[config.mk]
export PLATFORM = sky130hd
export DESIGN_NAME = pc_unit
export DESIGN_NICKNAME = d
export VERILOG_FILES = /design/src/rtl/pc_unit.sv
export SDC_FILE = /design/constraint.sdc
export NUM_CORES = 1
export LEC_CHECK = 0
export BUFFER_PORTS_ARGS = -buffer_cell sky130_fd_sc_hd__clkbuf_2
export CAP_MARGIN = 25
export CORE_AREA = 3 3 175 177
export CTS_CLUSTER_SIZE = 25
export DETAILED_ROUTE_END_ITERATION = 10
export DIE_AREA = 0 0 178 180
export PLACE_DENSITY = 0.47
export SYNTH_ARGS = -nofsm -noshare
export SYNTH_HDL_FRONTEND = slang
export SYNTH_SLANG_ARGS = --single-unit
[constraint.sdc]
create_clock -name clock_i -period 6.45 [get_ports clock_i]
set_input_delay 1.29 -clock clock_i [delete_from_list [all_inputs] [get_ports clock_i]]
set_output_delay 1.29 -clock clock_i [all_outputs]
set_load 0.01 [all_outputs]
[src/rtl/pc_unit.sv]
// Fetch-stage program counter: stall hold, branch/jump redirect, trap entry with
// saved EPC, mret return, misaligned-target detection and a circular return
// address stack (RAS) used to predict return targets.
module pc_unit #(
  parameter int unsigned          BIT_WIDTH    = 32,
  parameter logic [BIT_WIDTH-1:0] RESET_VECTOR = '0,
  parameter logic [BIT_WIDTH-1:0] TRAP_VECTOR  = BIT_WIDTH'(32'h0000_0100),
  parameter int unsigned          RAS_DEPTH    = 4
) (
  input  logic                         clock_i,
  input  logic                         reset_ni,
  input  logic                         stall_i,
  input  logic                         branch_taken_i,
  input  logic [BIT_WIDTH-1:0]         branch_target_i,
  input  logic                         call_i,
  input  logic                         ret_i,
  input  logic                         trap_req_i,
  input  logic                         mret_i,
  output logic [BIT_WIDTH-1:0]         pc_out_o,
  output logic [BIT_WIDTH-1:0]         pc_plus4_o,
  output logic [BIT_WIDTH-1:0]         epc_out_o,
  output logic                         misaligned_fault_o,
  output logic                         ret_miss_o,
  output logic [$clog2(RAS_DEPTH):0]   ras_count_o
);

  localparam int unsigned PtrW = $clog2(RAS_DEPTH);
  localparam int unsigned CntW = PtrW + 1;
  localparam logic [CntW-1:0] CntFull = CntW'(RAS_DEPTH);

  // Which rule of the priority chain applies this cycle.
  typedef enum logic [2:0] {
    ActTrap,
    ActMret,
    ActMisalign,
    ActBranch,
    ActHold,
    ActPop,
    ActMiss,
    ActSeq
  } action_e;

  action_e act;

  logic [BIT_WIDTH-1:0] pc_q, pc_d;
  logic [BIT_WIDTH-1:0] epc_q, epc_d;
  logic [PtrW-1:0]      ptr_q, ptr_d;
  logic [CntW-1:0]      cnt_q, cnt_d;
  logic                 fault_q, fault_d;
  logic                 miss_q, miss_d;
  logic                 push;
  logic [BIT_WIDTH-1:0] ras_q [RAS_DEPTH];

  logic                 target_misaligned;
  logic                 ras_empty;

  assign pc_plus4_o         = pc_q + BIT_WIDTH'(4);
  assign pc_out_o           = pc_q;
  assign epc_out_o          = epc_q;
  assign misaligned_fault_o = fault_q;
  assign ret_miss_o         = miss_q;
  assign ras_count_o        = cnt_q;

  assign target_misaligned = |branch_target_i[1:0];
  assign ras_empty         = (cnt_q == '0);

  // Priority decode: first matching rule wins.
  always_comb begin
    act = ActSeq;
    if (trap_req_i) begin
      act = ActTrap;
    end else if (mret_i) begin
      act = ActMret;
    end else if (branch_taken_i && target_misaligned) begin
      act = ActMisalign;
    end else if (branch_taken_i) begin
      act = ActBranch;
    end else if (stall_i) begin
      act = ActHold;
    end else if (ret_i && !ras_empty) begin
      act = ActPop;
    end else if (ret_i) begin
      act = ActMiss;
    end
  end

  // Next-state for PC, EPC, RAS pointer/count and the one-cycle pulses.
  always_comb begin
    pc_d    = pc_q;
    epc_d   = epc_q;
    ptr_d   = ptr_q;
    cnt_d   = cnt_q;
    fault_d = 1'b0;
    miss_d  = 1'b0;
    push    = 1'b0;
    unique case (act)
      ActTrap: begin
        epc_d = pc_q;
        pc_d  = TRAP_VECTOR;
      end
      ActMret: begin
        pc_d = epc_q;
      end
      ActMisalign: begin
        epc_d   = pc_q;
        pc_d    = TRAP_VECTOR;
        fault_d = 1'b1;
      end
      ActBranch: begin
        pc_d = branch_target_i;
        if (call_i) begin
          // Full stack: the pointer still advances, overwriting the oldest entry.
          push  = 1'b1;
          ptr_d = ptr_q + 1'b1;
          if (cnt_q != CntFull) begin
            cnt_d = cnt_q + 1'b1;
          end
        end
      end
      ActHold: begin
        pc_d = pc_q;
      end
      ActPop: begin
        pc_d  = ras_q[ptr_q];
        ptr_d = ptr_q - 1'b1;
        cnt_d = cnt_q - 1'b1;
      end
      ActMiss: begin
        pc_d   = pc_plus4_o;
        miss_d = 1'b1;
      end
      ActSeq: begin
        pc_d = pc_plus4_o;
      end
    endcase
  end

  // Architectural state with synchronous active-low reset.
  always_ff @(posedge clock_i) begin
    if (!reset_ni) begin
      pc_q    <= RESET_VECTOR;
      epc_q   <= '0;
      ptr_q   <= '0;
      cnt_q   <= '0;
      fault_q <= 1'b0;
      miss_q  <= 1'b0;
    end else begin
      pc_q    <= pc_d;
      epc_q   <= epc_d;
      ptr_q   <= ptr_d;
      cnt_q   <= cnt_d;
      fault_q <= fault_d;
      miss_q  <= miss_d;
    end
  end

  // RAS storage; contents are don't-care after reset so no reset term.
  always_ff @(posedge clock_i) begin
    if (reset_ni && push) begin
      ras_q[ptr_d] <= pc_plus4_o;
    end
  end

endmodule

==> flow_metrics.env, run 1 <==
export IMPL_outcome="completed"
export IMPL_cts_resized=0
export IMPL_worstPathBufferInverterCount=1
export IMPL_grt_overflow_total=0
export IMPL_cts_made_buffers=17
export IMPL_reg2reg_depth=4
export IMPL_tns_ns=0
export IMPL_syn_mean_instance_area_sq_um=12.5
export IMPL_routed_via_count=6327
export IMPL_syn_instance_count=696
export IMPL_cts_setup_buffers=0
export IMPL_cts_root_buf="sky130_fd_sc_hd__clkbuf_16"
export IMPL_crit_slowest_cell="sky130_fd_sc_hd__nor4_1"
export IMPL_die_area_sq_um=32000
export IMPL_layout_min_cycle_time_ns=4.41
export IMPL_cellLeakagePower_nw=3.59
export IMPL_synthesis_area_sq_um=8700
export IMPL_detail_route_vias_per_cell=5.17
export IMPL_timing_slew_headroom_pct=32.3
export IMPL_grt_first_pass_wirelength_mm=40.2
export IMPL_initial_core_util_pct=29.6
export IMPL_timing_critical_path_max_delay_family="simple AND/OR/NAND/NOR gates"
export IMPL_grt_pass1_vias=6189
export IMPL_synth_edff_count=128
export IMPL_final_fill_count=2985
export IMPL_synth_top_area_share_pct=44.2
export IMPL_netlist_top_cells_count="sky130_fd_sc_hd__edfxtp_1, sky130_fd_sc_hd__nand2_1, sky130_fd_sc_hd__dfxtp_1"
export IMPL_synth_seq_area_share_pct=60.5
export IMPL_regToRegEndpoint="ras_q[0][27]"
export IMPL_grt_antenna_before_repair=0
export IMPL_postSynth_asyncResetShare_pct=0
export IMPL_setup_viol_count_final=0
export IMPL_final_hold_violation_count=0
export IMPL_finalCritPeriodShare_pct=68.4
export IMPL_critical_path_max_stage_delay_ns=0.92
export IMPL_grt_util_all_layers_pct=16.8
export IMPL_layout_core_utilization_pct=35.3
export IMPL_timing_clock_skew_ns=0.0109
export IMPL_sink_count=199
export IMPL_worst_endpoint_arrival_ns=3.12
export IMPL_remaining_drcs=0
export IMPL_max_slew_violation_count=0
export IMPL_htreeDepth=4
export IMPL_clock_slew_at_reported_path_ffs_ns=0.07
export IMPL_final_nets=862
export IMPL_post_place_ws_ns=2.16
export IMPL_placement_rows=63
export IMPL_cts_hold_buffers=0
export IMPL_clkLatencyLatePin_ns=0.43
export IMPL_ys_ff_latch=199
export IMPL_reg2reg_slack_ns=3.71
export IMPL_regToRegStartpoint="pc_out_o[5]"
export IMPL_post_synth_top_count_cell="sky130_fd_sc_hd__edfxtp_1"
export IMPL_startpoint_types="flip-flop"
export IMPL_timing_fmax_mhz=227
export IMPL_postLayoutSetupSlackWorst_ns=2.04
export IMPL_chipHeight_um=180
export IMPL_overall_die_width_um=178
export IMPL_power_density_cell_area_nw_per_um2=240
export IMPL_worst_ep_required_time_ns=5.16
export IMPL_final_area_sq_um=10400
export IMPL_cts_buffer_depth=2
export IMPL_cts_tree="done"
export IMPL_dpl_instance_area_sq_um=9850
export IMPL_design_portCount=141
export IMPL_postSynthNetCount=738
export IMPL_critical_path_max_fanout=8
export IMPL_cp_class="reg -> out"
export IMPL_detailedPlacementHpwl_mm=18.2
export IMPL_route_antenna_remaining_nets=0
export IMPL_maxCapViolCount=0
export IMPL_tightest_slew_ns=1.01
export IMPL_gpl_final_weighted_congestion=0.742
export IMPL_crit_start="pc_out_o[5]"
export IMPL_worst_setup_path_end_kind="output port"
export IMPL_grt_setup_unrepaired="false"
export IMPL_synth_top_area_cell="sky130_fd_sc_hd__edfxtp_1"
export IMPL_worst_hold_path_type="reg -> reg"
export IMPL_drive_gt1_share_pct=28.9
export IMPL_first_iter_violations=561
export IMPL_buffer_ports_inserted=140
export IMPL_synth_area_leaders="sky130_fd_sc_hd__edfxtp_1, sky130_fd_sc_hd__dfxtp_1, sky130_fd_sc_hd__mux4_2"
export IMPL_yosys_most_used_dff="sky130_fd_sc_hd__edfxtp_1"
export IMPL_yosys_cell_types_count=61
export IMPL_floorplan_core_area_sq_um=29400
export IMPL_drt_wirelength_per_cell_um=22.0
export IMPL_antenna_cells_inserted=0
export IMPL_ys_warnings_count=0
export IMPL_hold_worst_slack_ns=0.470
export IMPL_worst_path_stages=5
export IMPL_crit_chain="and4_1 -> nand4_1 -> nor4_1 -> xor2_1 -> clkbuf_2"
export IMPL_area_growth_syn_to_layout_pct=19.3
export IMPL_vdd_drop_max_mv=0.151
export IMPL_firstDrtPassIters=5
export IMPL_cp_endpoint="pc_plus4_o[27]"
export IMPL_postRouteWirelength_mm=26.9
export IMPL_grt_max_degree=38
worst register-to-register path, delay by kind of cell (launching register included):
family / cells / cell delay (ns)
XOR/XNOR: 1 / 0.30
flip-flops: 1 / 0.48
AND/OR/NAND/NOR: 3 / 1.63
logic make-up (layout without fill, tap and decap cells):
group / Yosys count / in the layout / share of synthesized area [%]
AO/OA/AOI/OAI: 166 / 166 / 13.0
XOR/XNOR: 29 / 29 / 2.92
adder cells (fa/ha/maj): 2 / 2 / 0.374
buffers and inverters: 68 / 205 / 3.35
flip-flops: 199 / 199 / 60.5
multiplexers: 33 / 33 / 8.40
AND/OR/NAND/NOR: 199 / 199 / 11.4
power breakdown:
part           switching [mW]  total (mW)  internal (mW)  leakage (nW)
clock                   0.480       0.972          0.491         0.244
sequential             0.0191        1.38           1.36          1.71
combinational          0.0932       0.144         0.0507          1.63
total                   0.592        2.49           1.90          3.59
per-stage QoR:
stage          std cells  total power, mW
2_1_floorplan        696             1.48
3_3_place_gp        1189             1.55
4_1_cts             1223             2.52
5_1_grt             1223             2.59
6_report            1223             2.49
3_5_place_dp        1191             1.55
registers in the layout (all words and copies together), names as in the netlist:
name / count
epc_out_o: 32
ras_q: 128
ret_miss_o: 1
ptr_q: 2
ras_count_o: 3
pc_out_o: 32
misaligned_fault_o: 1
placed cells by master, fill, tap and decap left out, types with 3 or more instances in the layout:
cell type                    synthesis  layout
sky130_fd_sc_hd__and2_1              5       5
sky130_fd_sc_hd__a31oi_1             5       5
sky130_fd_sc_hd__and3_1              5       5
sky130_fd_sc_hd__clkbuf_2            0     140
sky130_fd_sc_hd__clkbuf_16           0      17
sky130_fd_sc_hd__buf_4               2      19
sky130_fd_sc_hd__nor3_2              1       3
sky130_fd_sc_hd__nand2_1            92      92
sky130_fd_sc_hd__dfxtp_1            71      69
sky130_fd_sc_hd__nand3_1            22      22
sky130_fd_sc_hd__a221o_1            19      19
sky130_fd_sc_hd__a21o_1             10      10
sky130_fd_sc_hd__inv_6               0       3
sky130_fd_sc_hd__nor2_1             22      20
sky130_fd_sc_hd__clkinvlp_4          0       3
sky130_fd_sc_hd__xnor2_1            21      21
sky130_fd_sc_hd__inv_1              11      11
sky130_fd_sc_hd__xor2_1              8       8
sky130_fd_sc_hd__edfxtp_1          128     128
sky130_fd_sc_hd__or3_1               3       3
sky130_fd_sc_hd__o21a_1              4       4
sky130_fd_sc_hd__nand4_1            14      14
sky130_fd_sc_hd__a21oi_1            54      53
sky130_fd_sc_hd__and4_1              5       5
sky130_fd_sc_hd__nor3_1             10       8
sky130_fd_sc_hd__clkinv_1            0       4
sky130_fd_sc_hd__o2bb2ai_1           3       3
sky130_fd_sc_hd__a221oi_1           10      10
sky130_fd_sc_hd__mux4_2             32      32
sky130_fd_sc_hd__a222oi_1            5       5
sky130_fd_sc_hd__o21ai_0            31      31
sky130_fd_sc_hd__o221ai_1            7       7
layer usage:
layer | up-vias | GRT usage, % | wire, um
met5 | - | 0 | 0
met4 | 0 | 3.80 | 290
met3 | 18 | 3.65 | 1710
met2 | 211 | 26.5 | 12700
met1 | 3182 | 23.8 | 12200
li1 | 2916 | - | -
worst min-delay path by stage:
| stage | start | to | slack [ns] | cells after the start |
|---|---|---|---|---|
| 3_3_place_gp | epc_out_o[16] | epc_out_o[16] | 0.46 | 2 |
| 3_5_place_dp | epc_out_o[6] | epc_out_o[6] | 0.46 | 2 |
| 6_report | epc_out_o[6] | epc_out_o[6] | 0.47 | 2 |
| 4_1_cts | epc_out_o[6] | epc_out_o[6] | 0.47 | 2 |
| 2_1_floorplan | epc_out_o[27] | epc_out_o[27] | 0.49 | 2 |
| 5_1_grt | epc_out_o[11] | epc_out_o[11] | 0.49 | 2 |
final cells by class:
class                           instances  area, sq um  area share [%]
Multi-Input combinational cell        429         3190            30.8
Inverter                               13         48.8           0.471
Tap cell                              390          488            4.71
Clock inverter                         13         82.6           0.796
Sequential cell                       199         5270            50.8
Clock buffer                           19          433            4.17
Timing Repair Buffer                  160          858            8.28
(Power assumes the default switching activity.)
==> run 2, diff against run 1 <==
- PLACE_DENSITY: 0.47 -> 0.49
- clock period: 6.45 -> 3.8 ns (I/O delays scaled with it)
==> flow_metrics.env, run 2 (synthesized netlist as in run 1, its figures left out) <==
export IMPL_postRouteWirelength_mm=27.4
export IMPL_final_cell_mix="sky130_fd_sc_hd__clkbuf_2, sky130_fd_sc_hd__edfxtp_1, sky130_fd_sc_hd__nand2_1, sky130_fd_sc_hd__dfxtp_1, sky130_fd_sc_hd__a21oi_1"
export IMPL_worst_hold_path_type="reg -> reg"
export IMPL_overall_die_width_um=178
export IMPL_finalCritPeriodShare_pct=93.1
export IMPL_vdd_drop_max_mv=0.257
export IMPL_reg2reg_depth=5
export IMPL_sink_count=199
export IMPL_placed_cells=1210
export IMPL_outcome="completed"
export IMPL_routed_via_count=6514
export IMPL_grt_overflow_total=0
export IMPL_switching_portion_of_total_power_pct=21.8
export IMPL_worst_ep_required_time_ns=3.04
export IMPL_maxCapViolCount=0
export IMPL_final_nets=882
export IMPL_final_instance_count_excl_fill=1243
export IMPL_power_share_combinational_pct=5.6
export IMPL_cts_buffer_depth=2
export IMPL_cts_hold_buffers=0
export IMPL_htreeDepth=4
export IMPL_setup_viol_count_final=0
export IMPL_tns_ns=0
export IMPL_floorplan_core_area_sq_um=29400
export IMPL_cts_root_buf="sky130_fd_sc_hd__clkbuf_16"
export IMPL_route_antenna_remaining_nets=0
export IMPL_gpl_final_weighted_congestion=0.783
export IMPL_cellLeakagePower_nw=3.77
export IMPL_timing_clock_skew_ns=0.0101
export IMPL_drt_wirelength_per_cell_um=22.0
export IMPL_first_iter_violations=530
export IMPL_tightest_slew_ns=0.898
export IMPL_die_area_sq_um=32000
export IMPL_cts_made_buffers=17
export IMPL_buffer_ports_inserted=140
export IMPL_grt_antenna_before_repair=1
export IMPL_grt_setup_unrepaired="false"
export IMPL_post_place_ws_ns=0.546
export IMPL_grt_first_pass_wirelength_mm=41.4
export IMPL_firstDrtPassIters=5
export IMPL_postLayoutSetupSlackWorst_ns=0.262
export IMPL_timing_slew_headroom_pct=40.2
export IMPL_worst_setup_path_end_kind="output port"
export IMPL_drive_gt1_share_pct=31.1
export IMPL_grt_util_all_layers_pct=17.2
export IMPL_detail_route_vias_per_cell=5.24
export IMPL_power_density_cell_area_nw_per_um2=428
export IMPL_area_growth_syn_to_layout_pct=22.7
export IMPL_worst_endpoint_arrival_ns=2.78
export IMPL_antenna_cells_inserted=0
export IMPL_layout_min_cycle_time_ns=3.54
export IMPL_grt_pass1_vias=6343
export IMPL_p_clk_share_pct=43.2
export IMPL_power_net_switching_mw=0.995
export IMPL_internal_power_mw=3.57
export IMPL_max_slew_violation_count=0
export IMPL_largest_register_ffs=128
export IMPL_cp_class="reg -> out"
export IMPL_final_hold_violation_count=0
export IMPL_clock_slew_at_reported_path_ffs_ns=0.07
export IMPL_timing_fmax_mhz=283
export IMPL_startpoint_types="flip-flop"
export IMPL_remaining_drcs=0
export IMPL_power_mw=4.57
export IMPL_clkLatencyLatePin_ns=0.43
export IMPL_grt_max_degree=33
export IMPL_placement_rows=63
export IMPL_initial_core_util_pct=29.6
export IMPL_chipHeight_um=180
export IMPL_design_portCount=141
export IMPL_pwr_share_seq_pct=51.1
export IMPL_detailedPlacementHpwl_mm=18.5
export IMPL_hold_worst_slack_ns=0.467
export IMPL_layout_commonest_cell="sky130_fd_sc_hd__clkbuf_2"
export IMPL_cts_tree="done"
export IMPL_critical_path_max_fanout=9
export IMPL_worst_hold_path_num_cells=2
export IMPL_registers_top_by_ff_count="ras_q"
-- run 2: cell count changes in the layout (fill, tap and decap cells not counted), sizes merged --
cell      previous run  this run
bufinv               0         5
clkinvlp             3         1
clkbuf             159       160
clkinv               7         3
buf                 20        40
-- run 2: power groups by stage --
stage / logic, mW / clock network, mW / registers, mW
2_1_floorplan: 0.129 / 0 / 2.38
3_3_place_gp: 0.259 / 0 / 2.38
3_5_place_dp: 0.259 / 0 / 2.38
4_1_cts: 0.260 / 2.02 / 2.33
5_1_grt: 0.281 / 2.12 / 2.34
6_report: 0.257 / 1.98 / 2.34
-- run 2: worst max-delay path: stages (launching register included) --
cell                       delay (ns)
sky130_fd_sc_hd__dfxtp_1         0.52
sky130_fd_sc_hd__nand4_1         0.21
sky130_fd_sc_hd__buf_4           0.20
sky130_fd_sc_hd__nor4_4          0.56
sky130_fd_sc_hd__nand2_1         0.14
sky130_fd_sc_hd__xnor2_1         0.48
sky130_fd_sc_hd__clkbuf_2        0.23
-- run 2: through the flow --
stage | util, % | cell area (sq um)
3_5_place_dp | 34.1 | 10000
6_report | 36.3 | 10700
2_1_floorplan | - | 8720
3_3_place_gp | 34.0 | 10000
4_1_cts | 36.2 | 10700
5_1_grt | 36.3 | 10700
-- run 2: final cells by class --
class                   count  area, sq um
inverters                  13         48.8
multi-input cells         429         3210
clock buffers              20          437
well taps                 390          488
clock inverters            12          199
flip-flops and latches    199         5270
repair buffers            180         1020
fillers                  2880        18700
-- run 2: routing by layer --
metal | up-vias | routed length (um) | global-route usage (%)
li1 | 2960 | - | -
met1 | 3279 | 12000 | 24.4
met2 | 253 | 13200 | 27.1
met3 | 20 | 1890 | 3.82
met4 | 2 | 252 | 3.24
met5 | - | 11 | 0
-- run 2: final timing paths --
kind | startpoint | to | slack [ns]
setup / recovery | pc_out_o[8] | pc_plus4_o[21] | 0.26
hold / removal | epc_out_o[13] | epc_out_o[13] | 0.47
setup reg to reg | ptr_q[0] | pc_out_o[22] | 1.24
hold reg to reg | epc_out_o[13] | epc_out_o[13] | 0.47
-- run 2: repair_timing --
action | CTS | global route
gates resized for setup | 0 | 1
endpoints found under the setup margin | 0 | 2
setup buffers | 0 | 1
